$ cat src/rtl/pwm_fader_multi.sv
// Multi-channel PWM fader: one shared prescaled period counter, per-channel duty stepped
// in sawtooth/triangle fashion, held, or off. Define PWM_FADER_GAMMA_EN for a registered square-law gamma stage.
module pwm_fader_multi #(
    parameter int CH       = 4,
    parameter int R        = 8,
    parameter int STEP_DIV = 2_500_000
) (
    input  logic          clk,
    input  logic          rst,
    input  logic [31:0]   dvsr,
    input  logic [1:0]    mode,
    input  logic [R:0]    hold_duty,
    output logic [CH-1:0] pwm_out,
    output logic          step_pulse
);

    typedef enum logic [1:0] {
        MODE_HOLD = 2'b00,
        MODE_SAW  = 2'b01,
        MODE_TRI  = 2'b10,
        MODE_OFF  = 2'b11
    } mode_e;

    localparam int          SW     = $clog2(STEP_DIV);
    localparam logic [R:0]  FULL   = {1'b1, {R{1'b0}}};
    localparam logic [SW-1:0] S_LAST = SW'(STEP_DIV - 1);
    localparam logic [SW-1:0] S_PRE  = SW'(STEP_DIV - 2);

    // Staggered start phase so channels are spread evenly across the duty range.
    function automatic logic [R:0] init_duty(input int k);
        int v;
        v = (k << R) / CH;
        return (R+1)'(v);
    endfunction

    mode_e            mode_s;
    logic [31:0]      q_r;
    logic             tick_s;
    logic [R-1:0]     d_r;
    logic [SW-1:0]    s_r;
    logic             step_pulse_r;
    logic [R:0]       hold_clamp_s;
    logic [R:0]       duty_r      [CH];
    logic [R:0]       duty_nxt_s  [CH];
    logic [CH-1:0]    dir_r;
    logic [CH-1:0]    dir_nxt_s;
    logic [R:0]       eff_duty_s  [CH];
    logic [CH-1:0]    pwm_r;

    assign mode_s = mode_e'(mode);

    // A count already past a newly lowered divisor wraps at once instead of running to 2^32.
    always_comb begin
        tick_s = (q_r >= dvsr);
    end

    // Prescaler and shared PWM period counter.
    always_ff @(posedge clk) begin
        if (rst) begin
            q_r <= 32'd0;
            d_r <= {R{1'b0}};
        end else if (tick_s) begin
            q_r <= 32'd0;
            d_r <= d_r + R'(1);
        end else begin
            q_r <= q_r + 32'd1;
        end
    end

    // Free-running step divider; the strobe is registered one count early so it lines up with s==STEP_DIV-1.
    always_ff @(posedge clk) begin
        if (rst) begin
            s_r          <= {SW{1'b0}};
            step_pulse_r <= 1'b0;
        end else begin
            step_pulse_r <= (s_r == S_PRE);
            if (s_r == S_LAST) begin
                s_r <= {SW{1'b0}};
            end else begin
                s_r <= s_r + SW'(1);
            end
        end
    end

    // Per-channel duty/direction update.
    always_comb begin
        hold_clamp_s = (hold_duty > FULL) ? FULL : hold_duty;
        dir_nxt_s    = dir_r;
        for (int k = 0; k < CH; k++) begin
            duty_nxt_s[k] = duty_r[k];
            case (mode_s)
                MODE_HOLD: begin
                    duty_nxt_s[k] = hold_clamp_s;
                end
                MODE_SAW: begin
                    if (step_pulse_r) begin
                        if (duty_r[k] == FULL) begin
                            duty_nxt_s[k] = {(R+1){1'b0}};
                        end else begin
                            duty_nxt_s[k] = duty_r[k] + (R+1)'(1);
                        end
                    end else begin
                        duty_nxt_s[k] = duty_r[k];
                    end
                end
                MODE_TRI: begin
                    // Turning points jump straight past the endpoint so peak and valley last one step.
                    if (!step_pulse_r) begin
                        duty_nxt_s[k] = duty_r[k];
                    end else if (dir_r[k]) begin
                        if (duty_r[k] == FULL) begin
                            dir_nxt_s[k]  = 1'b0;
                            duty_nxt_s[k] = FULL - (R+1)'(1);
                        end else begin
                            duty_nxt_s[k] = duty_r[k] + (R+1)'(1);
                        end
                    end else begin
                        if (duty_r[k] == {(R+1){1'b0}}) begin
                            dir_nxt_s[k]  = 1'b1;
                            duty_nxt_s[k] = (R+1)'(1);
                        end else begin
                            duty_nxt_s[k] = duty_r[k] - (R+1)'(1);
                        end
                    end
                end
                MODE_OFF: begin
                    duty_nxt_s[k] = init_duty(k);
                    dir_nxt_s[k]  = 1'b1;
                end
                default: begin
                    duty_nxt_s[k] = init_duty(k);
                    dir_nxt_s[k]  = 1'b1;
                end
            endcase
        end
    end

    // Duty and direction registers.
    always_ff @(posedge clk) begin
        if (rst) begin
            for (int k = 0; k < CH; k++) begin
                duty_r[k] <= init_duty(k);
            end
            dir_r <= {CH{1'b1}};
        end else begin
            for (int k = 0; k < CH; k++) begin
                duty_r[k] <= duty_nxt_s[k];
            end
            dir_r <= dir_nxt_s;
        end
    end

`ifdef PWM_FADER_GAMMA_EN
    // Square law with R-bit renormalisation keeps both endpoints exact (2^R*2^R >> R == 2^R).
    function automatic logic [R:0] gamma_map(input logic [R:0] x);
        logic [2*R+1:0] p;
        p = {{(R+1){1'b0}}, x} * {{(R+1){1'b0}}, x};
        return p[2*R:R];
    endfunction

    logic [R:0] eff_duty_r [CH];

    // Registered gamma stage.
    always_ff @(posedge clk) begin
        if (rst) begin
            for (int k = 0; k < CH; k++) begin
                eff_duty_r[k] <= gamma_map(init_duty(k));
            end
        end else begin
            for (int k = 0; k < CH; k++) begin
                eff_duty_r[k] <= gamma_map(duty_r[k]);
            end
        end
    end

    // Expose the gamma register to the comparator.
    always_comb begin
        for (int k = 0; k < CH; k++) begin
            eff_duty_s[k] = eff_duty_r[k];
        end
    end
`else
    // Without gamma the comparator sees the duty register directly.
    always_comb begin
        for (int k = 0; k < CH; k++) begin
            eff_duty_s[k] = duty_r[k];
        end
    end
`endif

    // Output compare register; off mode forces the pins low.
    always_ff @(posedge clk) begin
        if (rst) begin
            pwm_r <= {CH{1'b0}};
        end else begin
            for (int k = 0; k < CH; k++) begin
                pwm_r[k] <= (mode_s != MODE_OFF) && ({1'b0, d_r} < eff_duty_s[k]);
            end
        end
    end

    assign pwm_out    = pwm_r;
    assign step_pulse = step_pulse_r;

endmodule

$ cat config.mk
export PLATFORM = sky130hd
export DESIGN_NAME = pwm_fader_multi
export DESIGN_NICKNAME = d
export VERILOG_FILES = /design/src/rtl/pwm_fader_multi.sv
export SDC_FILE = /design/constraint.sdc
export NUM_CORES = 1
export LEC_CHECK = 0
export ABC_AREA = 0
export ABC_CLOCK_PERIOD_IN_PS = 4900
export CAP_MARGIN = 20
export CELL_PAD_IN_SITES_DETAIL_PLACEMENT = 1
export CELL_PAD_IN_SITES_GLOBAL_PLACEMENT = 2
export CORE_UTILIZATION = 40
export DETAILED_ROUTE_END_ITERATION = 8
export DONT_BUFFER_PORTS = 1
export PLACE_DENSITY = 0.8
export SYNTH_ARGS = -nofsm -noshare
export SYNTH_HDL_FRONTEND = slang
export SYNTH_SLANG_ARGS = --single-unit
$ cat constraint.sdc
create_clock -name clk -period 4.9 [get_ports clk]
set_input_delay 0.735 -clock clk [delete_from_list [all_inputs] [get_ports clk]]
set_output_delay 0.735 -clock clk [all_outputs]
set_load 0.005 [all_outputs]
==> results of run 1 <==
## kinds of logic after synthesis
kind of cell | count (synthesis) | share of synthesized area
mux | 7 | 0.008942
fa+ha+maj | 75 | 0.1156
simple gates | 397 | 0.2493
compound gates | 249 | 0.2034
buf+inv | 128 | 0.06275
flops | 107 | 0.2640
xor+xnor | 89 | 0.09605
## layout by cell type (no fill, tap or decap), types with 5 or more instances in the layout
master | Yosys | layout
dfxtp_1 | 107 | 107
nor2_1 | 104 | 104
nand2_1 | 85 | 85
inv_1 | 76 | 76
ha_1 | 75 | 75
xnor2_1 | 63 | 63
a21oi_1 | 61 | 60
nand3_1 | 55 | 55
o21ai_0 | 51 | 51
nand4_1 | 32 | 32
nor3_1 | 28 | 28
xor2_1 | 26 | 26
a211oi_1 | 23 | 23
a21o_1 | 20 | 20
nor4_1 | 15 | 15
and3_1 | 13 | 13
o211ai_1 | 11 | 11
a31oi_1 | 11 | 11
and4_1 | 9 | 9
a221oi_1 | 9 | 9
clkbuf_16 | 0 | 9
nand2b_1 | 8 | 8
o2111ai_1 | 7 | 7
or3_1 | 7 | 7
nor2b_1 | 7 | 6
and2_1 | 6 | 6
o21a_1 | 5 | 5
mux2i_1 | 5 | 5
o221ai_1 | 5 | 5
a311oi_1 | 5 | 5
buf_4 | 0 | 5
## state kept, by name, indices dropped and copies added, names as in the netlist
name / cells
d_r: 8
dir_r: 4
duty_r: 36
pwm_out: 4
q_r: 32
s_r: 22
step_pulse: 1
## area by class of cell
class	instances	area, sq um
multi-input cells	817	5470
repair buffers	5	37.54
well taps	265	331.6
clock buffers	10	239.0
fillers	2461	11070
inverters	78	292.8
flip-flops and latches	107	2142
clock inverters	5	67.56
## through the flow
step / hold WS, ns / utilization / cell area [sq um]
finish: 0.4424 / 0.4366 / 8581
global route: 0.4291 / 0.4366 / 8581
CTS: 0.4290 / 0.4366 / 8581
detailed placement: 0.4590 / 0.4210 / 8274
global placement: 0.4461 / 0.4210 / 8274
floorplan: 0.4255 / - / 8115
## where the power goes
part / switching (mW) / internal, mW
clock network: 0.371 / 0.417
logic: 0.252 / 0.173
registers: 0.0704 / 0.902
## worst paths after layout
kind                                             endpoint  slack, ns  cells after the start
worst max-delay path            duty_r[1][0]$_SDFFE_PP0P_       2.23                      8
worst min register to register          s_r[0]$_SDFF_PP0_       0.48                      1
worst max register to register  duty_r[1][0]$_SDFFE_PP0P_       2.23                      8
worst min-delay path                    s_r[2]$_SDFF_PP0_       0.44                      1
## per-layer routing
layer,vias to the layer above,wire length (microns),part of all wire
met4,0,377,0.015
met2,138,11150,0.45
met3,29,824,0.033
met1,3633,12550,0.50
met5,-,0,0
li1,3730,-,-
==> results.yml, run 1 <==
outcome:
  status: "completed"
drt:
  drc: 0
  first_pass_iters: 5
  wl_mm: 24.90
  vias_per_cell: 5.851
  drt_iter0_drc: 430
  dr_total_vias: 7530
  wire_per_inst_microns: 19.35
  antenna_left: 0
logic_synthesis:
  avgSynthCellArea_sq_um: 7.714
  syn_inst: 1052
  synth_most_common_cell: "dfxtp_1"
  synthTopCellsByCount: "dfxtp_1, nor2_1, nand2_1"
  syn_nets: 1172
  ys_async_sr_fraction: 0
  ys.flop_type: "dfxtp_1"
  synth_warnings: 0
  yosysSeqAreaShare: 0.2640
  synthTopCellsByArea: "dfxtp_1, ha_1, xnor2_1"
  synth-seq-cells: 107
  synth_top_area_share: 0.2640
  synth_edf_count: 0
  synth_cell_types: 74
  synth_area_sq_mm: 0.008115
  yosys.area.top_type: "dfxtp_1"
timing:
  fin_ws_ns: 2.227
  fin_crit_ns: 2.673
  max_clock_freq_mhz: 374.1
  fin_tns_setup_ns: 0
  fin_crit_sh: 0.5455
  setup_violations: 0
  slew_headroom: 0.3665
  grt_setup_unrepaired: "no"
  slew_violations: 0
  tightest_slew_ns: 0.9416
  skew_ns: 0.006897
  hold_viol: 0
clock_tree:
  post_cts_buffers: 0
  clk_pin_slew_ns: 0.08
  htreeDepth: 3
  cts.path.max_buffers: 2
  insertion_delay_ns: 0.36
  cts_tree: "built"
  ctsResizeCount: 0
  cts_sinks: 107
  clock-root-buffer: "clkbuf_16"
  cts_made_buffers: 9
  cts_hold_buffers: 0
setup_path:
  critPathTopFamily: "compound AO/OA/AOI/OAI gates"
  reg2reg_from: "duty_r[1][0]$_SDFFE_PP0P_"
  end_kind: "flop"
  crit_arrival_ns: 2.91
  path_max_fanout: 10
  critical_path_class: "flop to flop"
  cp_cell_sequence: "inv_1 -> ha_1 -> or3b_2 -> or2_1 -> o21ai_0 -> a21oi_1 -> a311oi_1 -> a211oi_1"
  cp_num_buf_inv: 1
  cp.required_ns: 5.13
  crit_slowest_cell: "or3b_2"
  critical_path.max_stage_delay_ns: 0.48
  cp-startpoint: "duty_r[1][0]$_SDFFE_PP0P_"
  cp-start-kind: "flop"
placement:
  hpwl_mm: 18.03
  dp_slack_ns: 1.946
  place_inst: 1272
  gp_congestion: 0.8293
  numPortBuffers: 0
die:
  placementRows: 51
  die_width_microns: 144.4
  ioPinCount: 50
  fp.dieH_microns: 144.4
  initial_core_util: 0.4129
  die_area_sq_mm: 0.02086
  core_sq_mm: 0.01965
power_and_ir_drop:
  p_leak_nw: 3.363
  finalPower_mw: 2.185
  power_per_cell_area_mw_per_mm2: 254.7
  worst_ir_drop_vdd_mv: 0.1604
hold_path:
  holdCritPathClass: "input pin to flop"
  holdCritStartpoint: "rst"
grt:
  grt_use_met3: 0.03543
  overflow: 0
  grtUsageTotal: 0.2495
  grt_first_pass_wirelength_mm: 40.13
  met2_usage: 0.3877
  antenna_found_initial: 0
  grt_pass1_vias: 7396
  grt_max_degree: 43
  top_usage_layer: "met2"
  use_met1: 0.3590
layout:
  syn_to_final_growth_pct: 5.735
  drive_gt1_frac: 0.04207
  antenna_cells: 0
  finalNonFillerCells: 1287
  final_nets: 1138
run:
  maxCapViolCount: 0
No activity file was read; power rests on OpenSTA's default activity.
==> run 2, diff against run 1 <==
- ABC_CLOCK_PERIOD_IN_PS: 4900 -> 2200
- CORE_UTILIZATION: 40 -> 35
- PLACE_DENSITY: 0.8 -> 0.74
- clock period: 4.9 -> 2.2 ns (I/O delays scaled with it)
==> run 2 against run 1 <==
Net effect: critical path depth unchanged; sequential power increased by 120%; flip-flop and latch count unchanged; combinational power increased to 2.8 times the previous value; via count increased by 4.6%; critical path type unchanged.
==> results.yml, run 2 (synthesis results as in run 1) <==
outcome:
  status: "completed"
layout:
  reg.largest.list: "duty_r: 36 flops, q_r: 32 flops, s_r: 22 flops"
  multi_input_area_sq_mm: 0.005540
  top_register: "duty_r"
  antenna_cells: 0
  drive_gt1_frac: 0.1334
  final_nets: 1232
  final_util: 0.4149
  regArea_sq_mm: 0.002145
  finalNonFillerCells: 1402
  most-common-layout-cells: "dfxtp_1, nor2_1, buf_4, nand2_1, inv_1"
  n_fill_cell: 2794
  final_common_cell: "dfxtp_1"
  syn_to_final_growth_pct: 16.11
  largest_register_ffs: 36
drt:
  wl_mm: 26.61
  dr_total_vias: 7877
  vias_per_cell: 5.618
  wire_per_inst_microns: 18.98
  drt_iter0_drc: 464
  antenna_left: 0
  drc: 0
  first_pass_iters: 6
timing:
  hold_viol: 0
  setup_violations: 0
  fin_crit_ns: 2.091
  fin_crit_sh: 0.9505
  fin_tns_setup_ns: 0
  slew_headroom: 0.6012
  max_clock_freq_mhz: 478.2
  slew_violations: 0
  fin_hold_ws_ns: 0.03433
  grt_setup_unrepaired: "yes"
  tightest_slew_ns: 0.5974
  skew_ns: 0.01374
grt:
  grt_max_degree: 43
  grtUsageTotal: 0.2306
  overflow: 0
  grt_pass1_vias: 8066
  grt_first_pass_wirelength_mm: 43.49
  antenna_found_initial: 1
run:
  maxCapViolCount: 0
die:
  fp.dieH_microns: 154.3
  ioPinCount: 50
  core_sq_mm: 0.02271
  die_width_microns: 154.3
  initial_core_util: 0.3574
  die_area_sq_mm: 0.02380
  placementRows: 55
setup_path:
  cp.required_ns: 2.44
  cp-start-kind: "flop"
  path_max_fanout: 6
  critical_path_class: "flop to flop"
  crit_arrival_ns: 2.33
  reg2reg_slack_ns: 0.11
  end_kind: "flop"
clock_tree:
  clock-root-buffer: "clkbuf_16"
  cts_sinks: 107
  cts.path.max_buffers: 2
  cts_made_buffers: 9
  insertion_delay_ns: 0.37
  cts_tree: "built"
  htreeDepth: 3
  cts_hold_buffers: 0
  clk_pin_slew_ns: 0.07
power_and_ir_drop:
  power_per_cell_area_mw_per_mm2: 539.2
  finalPower_mw: 5.081
  worst_ir_drop_vdd_mv: 0.3742
  p_leak_nw: 3.860
placement:
  place_inst: 1385
  gp_congestion: 0.8070
  hpwl_mm: 19.61
  numPortBuffers: 0
hold_path:
  holdCritPathClass: "input pin to flop"
-- run 2: worst max-delay path: stages (launching register included) --
cell and delay, ns:
dfxtp_1 0.32, inv_1 0.11, ha_1 0.18, or3b_2 0.48, or2_4 0.28, o21ai_2 0.19
a21oi_1 0.10, a311oi_1 0.24, a211oi_1 0.07
-- run 2: what timing repair did --
item                       4_1_cts  5_1_grt
pin swaps                        0        2
setup endpoints to repair        2       49
gates cloned                     0        0
resized for setup                2       20
buffers inserted                 0        1
-- run 2: layout make-up --
type                            instances  share of cell area
Multi-Input combinational cell        817              0.5880
Sequential cell                       107              0.2276
Timing Repair Buffer                   99             0.08233
Inverter                               78             0.03107
Clock inverter                          6            0.008897
Tap cell                              285             0.03784
Clock buffer                           10             0.02430
-- run 2: power breakdown --
group | internal [mW] | switching [mW]
clock network | 0.913 | 0.870
logic | 0.510 | 0.684
registers | 2.01 | 0.0942
-- run 2: per-layer routing --
| layer | GRT usage | part of all wire | vias up |
|---|---|---|---|
| met3 | 0.01989 | 0.022 | 30 |
| met5 | 0 | 0 | - |
| li1 | - | - | 3908 |
| met4 | 0.06648 | 0.017 | 0 |
| met1 | 0.3300 | 0.51 | 3828 |
| met2 | 0.3684 | 0.45 | 111 |
-- run 2: final timing paths --
path	cells past startpoint	end	from
worst min register to register	1	q_r[0]$_SDFF_PP0_	q_r[0]$_SDFF_PP0_
worst max register to register	8	duty_r[1][0]$_SDFFE_PP0P_	duty_r[1][0]$_SDFFE_PP0P_
worst max-delay path	8	duty_r[1][0]$_SDFFE_PP0P_	duty_r[1][0]$_SDFFE_PP0P_
worst min-delay path	1	duty_r[1][7]$_SDFFE_PP0P_	rst
-- run 2: through the flow --
step | area (sq um) | setup slack (ns)
final | 9423 | 0.1090
after global routing | 9423 | -0.01230
after CTS | 9343 | 0.01102
after detailed placement | 9022 | -0.01492
after global placement | 9022 | 0.04110
after floorplan | 8115 | 0.02596
==> run 3, diff against run 2 <==
- HOLD_SLACK_MARGIN: default -> 0.12
==> run 3 against run 2 <==
Net effect: utilization grew 0.14 points; hold slack gained 0.099 ns; non-clock buffer count grew 2; clock-buffer cell count is the same; maximum frequency shrank 1.2%; final cell count grew 0.14%; sequential share of layout area shrank 0.078 points; wire length grew 1.2%; final area grew 0.35%; flip-flop and latch count is the same; total power grew 0.37%.
==> results.yml, run 3 (synthesis results as in run 1) <==
grt:
  grt_pass1_vias: 8101
  overflow: 0
  grt_max_degree: 28
  grt_first_pass_wirelength_mm: 43.78
  grtUsageTotal: 0.2328
  antenna_found_initial: 1
hold_path:
  hold_path_depth: 2
  holdCritPathClass: "input pin to flop"
timing:
  grt_setup_unrepaired: "yes"
  slew_headroom: 0.6104
  tightest_slew_ns: 0.5843
  setup_violations: 0
  fin_tns_setup_ns: 0
  skew_ns: 0.01437
  fin_crit_ns: 2.116
  hold_viol: 0
  fin_crit_sh: 0.9616
  fin_ws_ns: 0.08445
  slew_violations: 0
  max_clock_freq_mhz: 472.7
setup_path:
  cp_cell_sequence: "inv_1 -> ha_1 -> or3b_2 -> or2_4 -> o21ai_2 -> a21oi_1 -> a311oi_1 -> a211oi_1"
  cp.required_ns: 2.44
  crit_slowest_cell: "or3b_2"
  critical_path_class: "flop to flop"
  reg2regPathDepth: 8
  critical_path.max_stage_delay_ns: 0.51
  cp-start-kind: "flop"
  crit_arrival_ns: 2.35
  end_kind: "flop"
  cp_num_buf_inv: 1
  path_max_fanout: 6
  critPathTopFamily: "simple AND/OR/NAND/NOR gates"
  cp.depth: 8
layout:
  final_util: 0.4164
  final_nets: 1234
  fin_area_sq_mm: 0.009455
  syn_to_final_growth_pct: 16.51
  antenna_cells: 0
  top_register: "duty_r"
  final_common_cell: "dfxtp_1"
  drive_gt1_frac: 0.1349
  most-common-layout-cells: "dfxtp_1, nor2_1, buf_4, nand2_1, inv_1"
  largest_register_ffs: 36
  reg.largest.list: "duty_r: 36 flops, q_r: 32 flops, s_r: 22 flops"
outcome:
  status: "completed"
power_and_ir_drop:
  power_per_cell_area_mw_per_mm2: 539.3
  internal-power_mw: 3.437
  worst_ir_drop_vdd_mv: 0.3742
  switchingPower_mw: 1.663
  comb_power_share: 0.238
  p_leak_nw: 3.875
  finalPower_mw: 5.100
  power_frac_seq: 0.412
  p_sw_frac: 0.3260
  p_clk_frac: 0.350
clock_tree:
  cts_sinks: 107
  cts.path.max_buffers: 2
  clock-root-buffer: "clkbuf_16"
  htreeDepth: 3
  insertion_delay_ns: 0.37
  clk_pin_slew_ns: 0.08
  cts_made_buffers: 9
  cts_tree: "built"
placement:
  gp_congestion: 0.8070
  numPortBuffers: 0
  hpwl_mm: 19.61
  placed_cell_area_sq_mm: 0.009022
  dp_slack_ns: -0.01492
die:
  fp.dieH_microns: 154.3
  die_area_sq_mm: 0.02380
  die_width_microns: 154.3
  core_sq_mm: 0.02271
  ioPinCount: 50
  initial_core_util: 0.3574
  placementRows: 55
drt:
  wire_per_inst_microns: 19.17
  antenna_left: 0
  wl_mm: 26.92
  drc: 0
  vias_per_cell: 5.648
  drt_iter0_drc: 464
  first_pass_iters: 4
  dr_total_vias: 7930
run:
  maxCapViolCount: 0
run 3: worst paths after layout:
path	start	endpoint	slack, ns
worst max-delay path	duty_r[1][0]$_SDFFE_PP0P_	duty_r[1][0]$_SDFFE_PP0P_	0.08
worst min-delay path	rst	duty_r[0][7]$_SDFFE_PP0P_	0.13
worst max register to register	duty_r[1][0]$_SDFFE_PP0P_	duty_r[1][0]$_SDFFE_PP0P_	0.08
worst min register to register	q_r[0]$_SDFF_PP0_	q_r[0]$_SDFF_PP0_	0.48
run 3: area by class of cell:
type,count,area (sq um)
tap,285,356.6
multi-input combinational,817,5543
sequential,107,2145
clock inverter,6,83.83
inverter,78,292.8
clock buffer,10,229.0
timing repair buffer,101,805.8
fill,2791,13250
run 3: routing by layer:
| layer | up-vias | part of all wire | track usage |
|---|---|---|---|
| li1 | 3912 | - | - |
| met1 | 3864 | 0.51 | 0.3326 |
| met2 | 126 | 0.45 | 0.3721 |
| met3 | 28 | 0.026 | 0.01989 |
| met4 | 0 | 0.016 | 0.06884 |
| met5 | - | 0 | 0 |
run 3: what timing repair did:
| item | 4_1_cts | 5_1_grt |
|---|---|---|
| hold buffers | 2 | 0 |
| hold endpoints to repair | 27 | 0 |
| setup buffers | 0 | 1 |
| setup endpoints to repair | 2 | 50 |
| pin swaps | 0 | 2 |
| resized for setup | 2 | 21 |
run 3: worst reg2reg max path: stages, from the launching register on:
cell and delay (ns):
dfxtp_1 0.32, inv_1 0.11, ha_1 0.18, or3b_2 0.51, or2_4 0.29, o21ai_2 0.18, a21oi_1 0.10, a311oi_1 0.25
a211oi_1 0.08
run 3: metrics by stage:
step	cells	hold slack, ns
after global placement	1385	0.4122
after floorplan	1052	0.4255
after detailed placement	1385	0.4168
final	1404	0.1331
after CTS	1403	0.1202
after global routing	1404	0.1314
run 3: power by group through the flow:
stage                     combinational (mW)  clock, mW  sequential (mW)
after global routing                    1.34       1.91             2.12
after CTS                               1.19       1.84             2.10
final                                   1.21       1.78             2.10
after floorplan                        0.799          0             2.12
after global placement                  1.15          0             2.14
after detailed placement                1.16          0             2.14
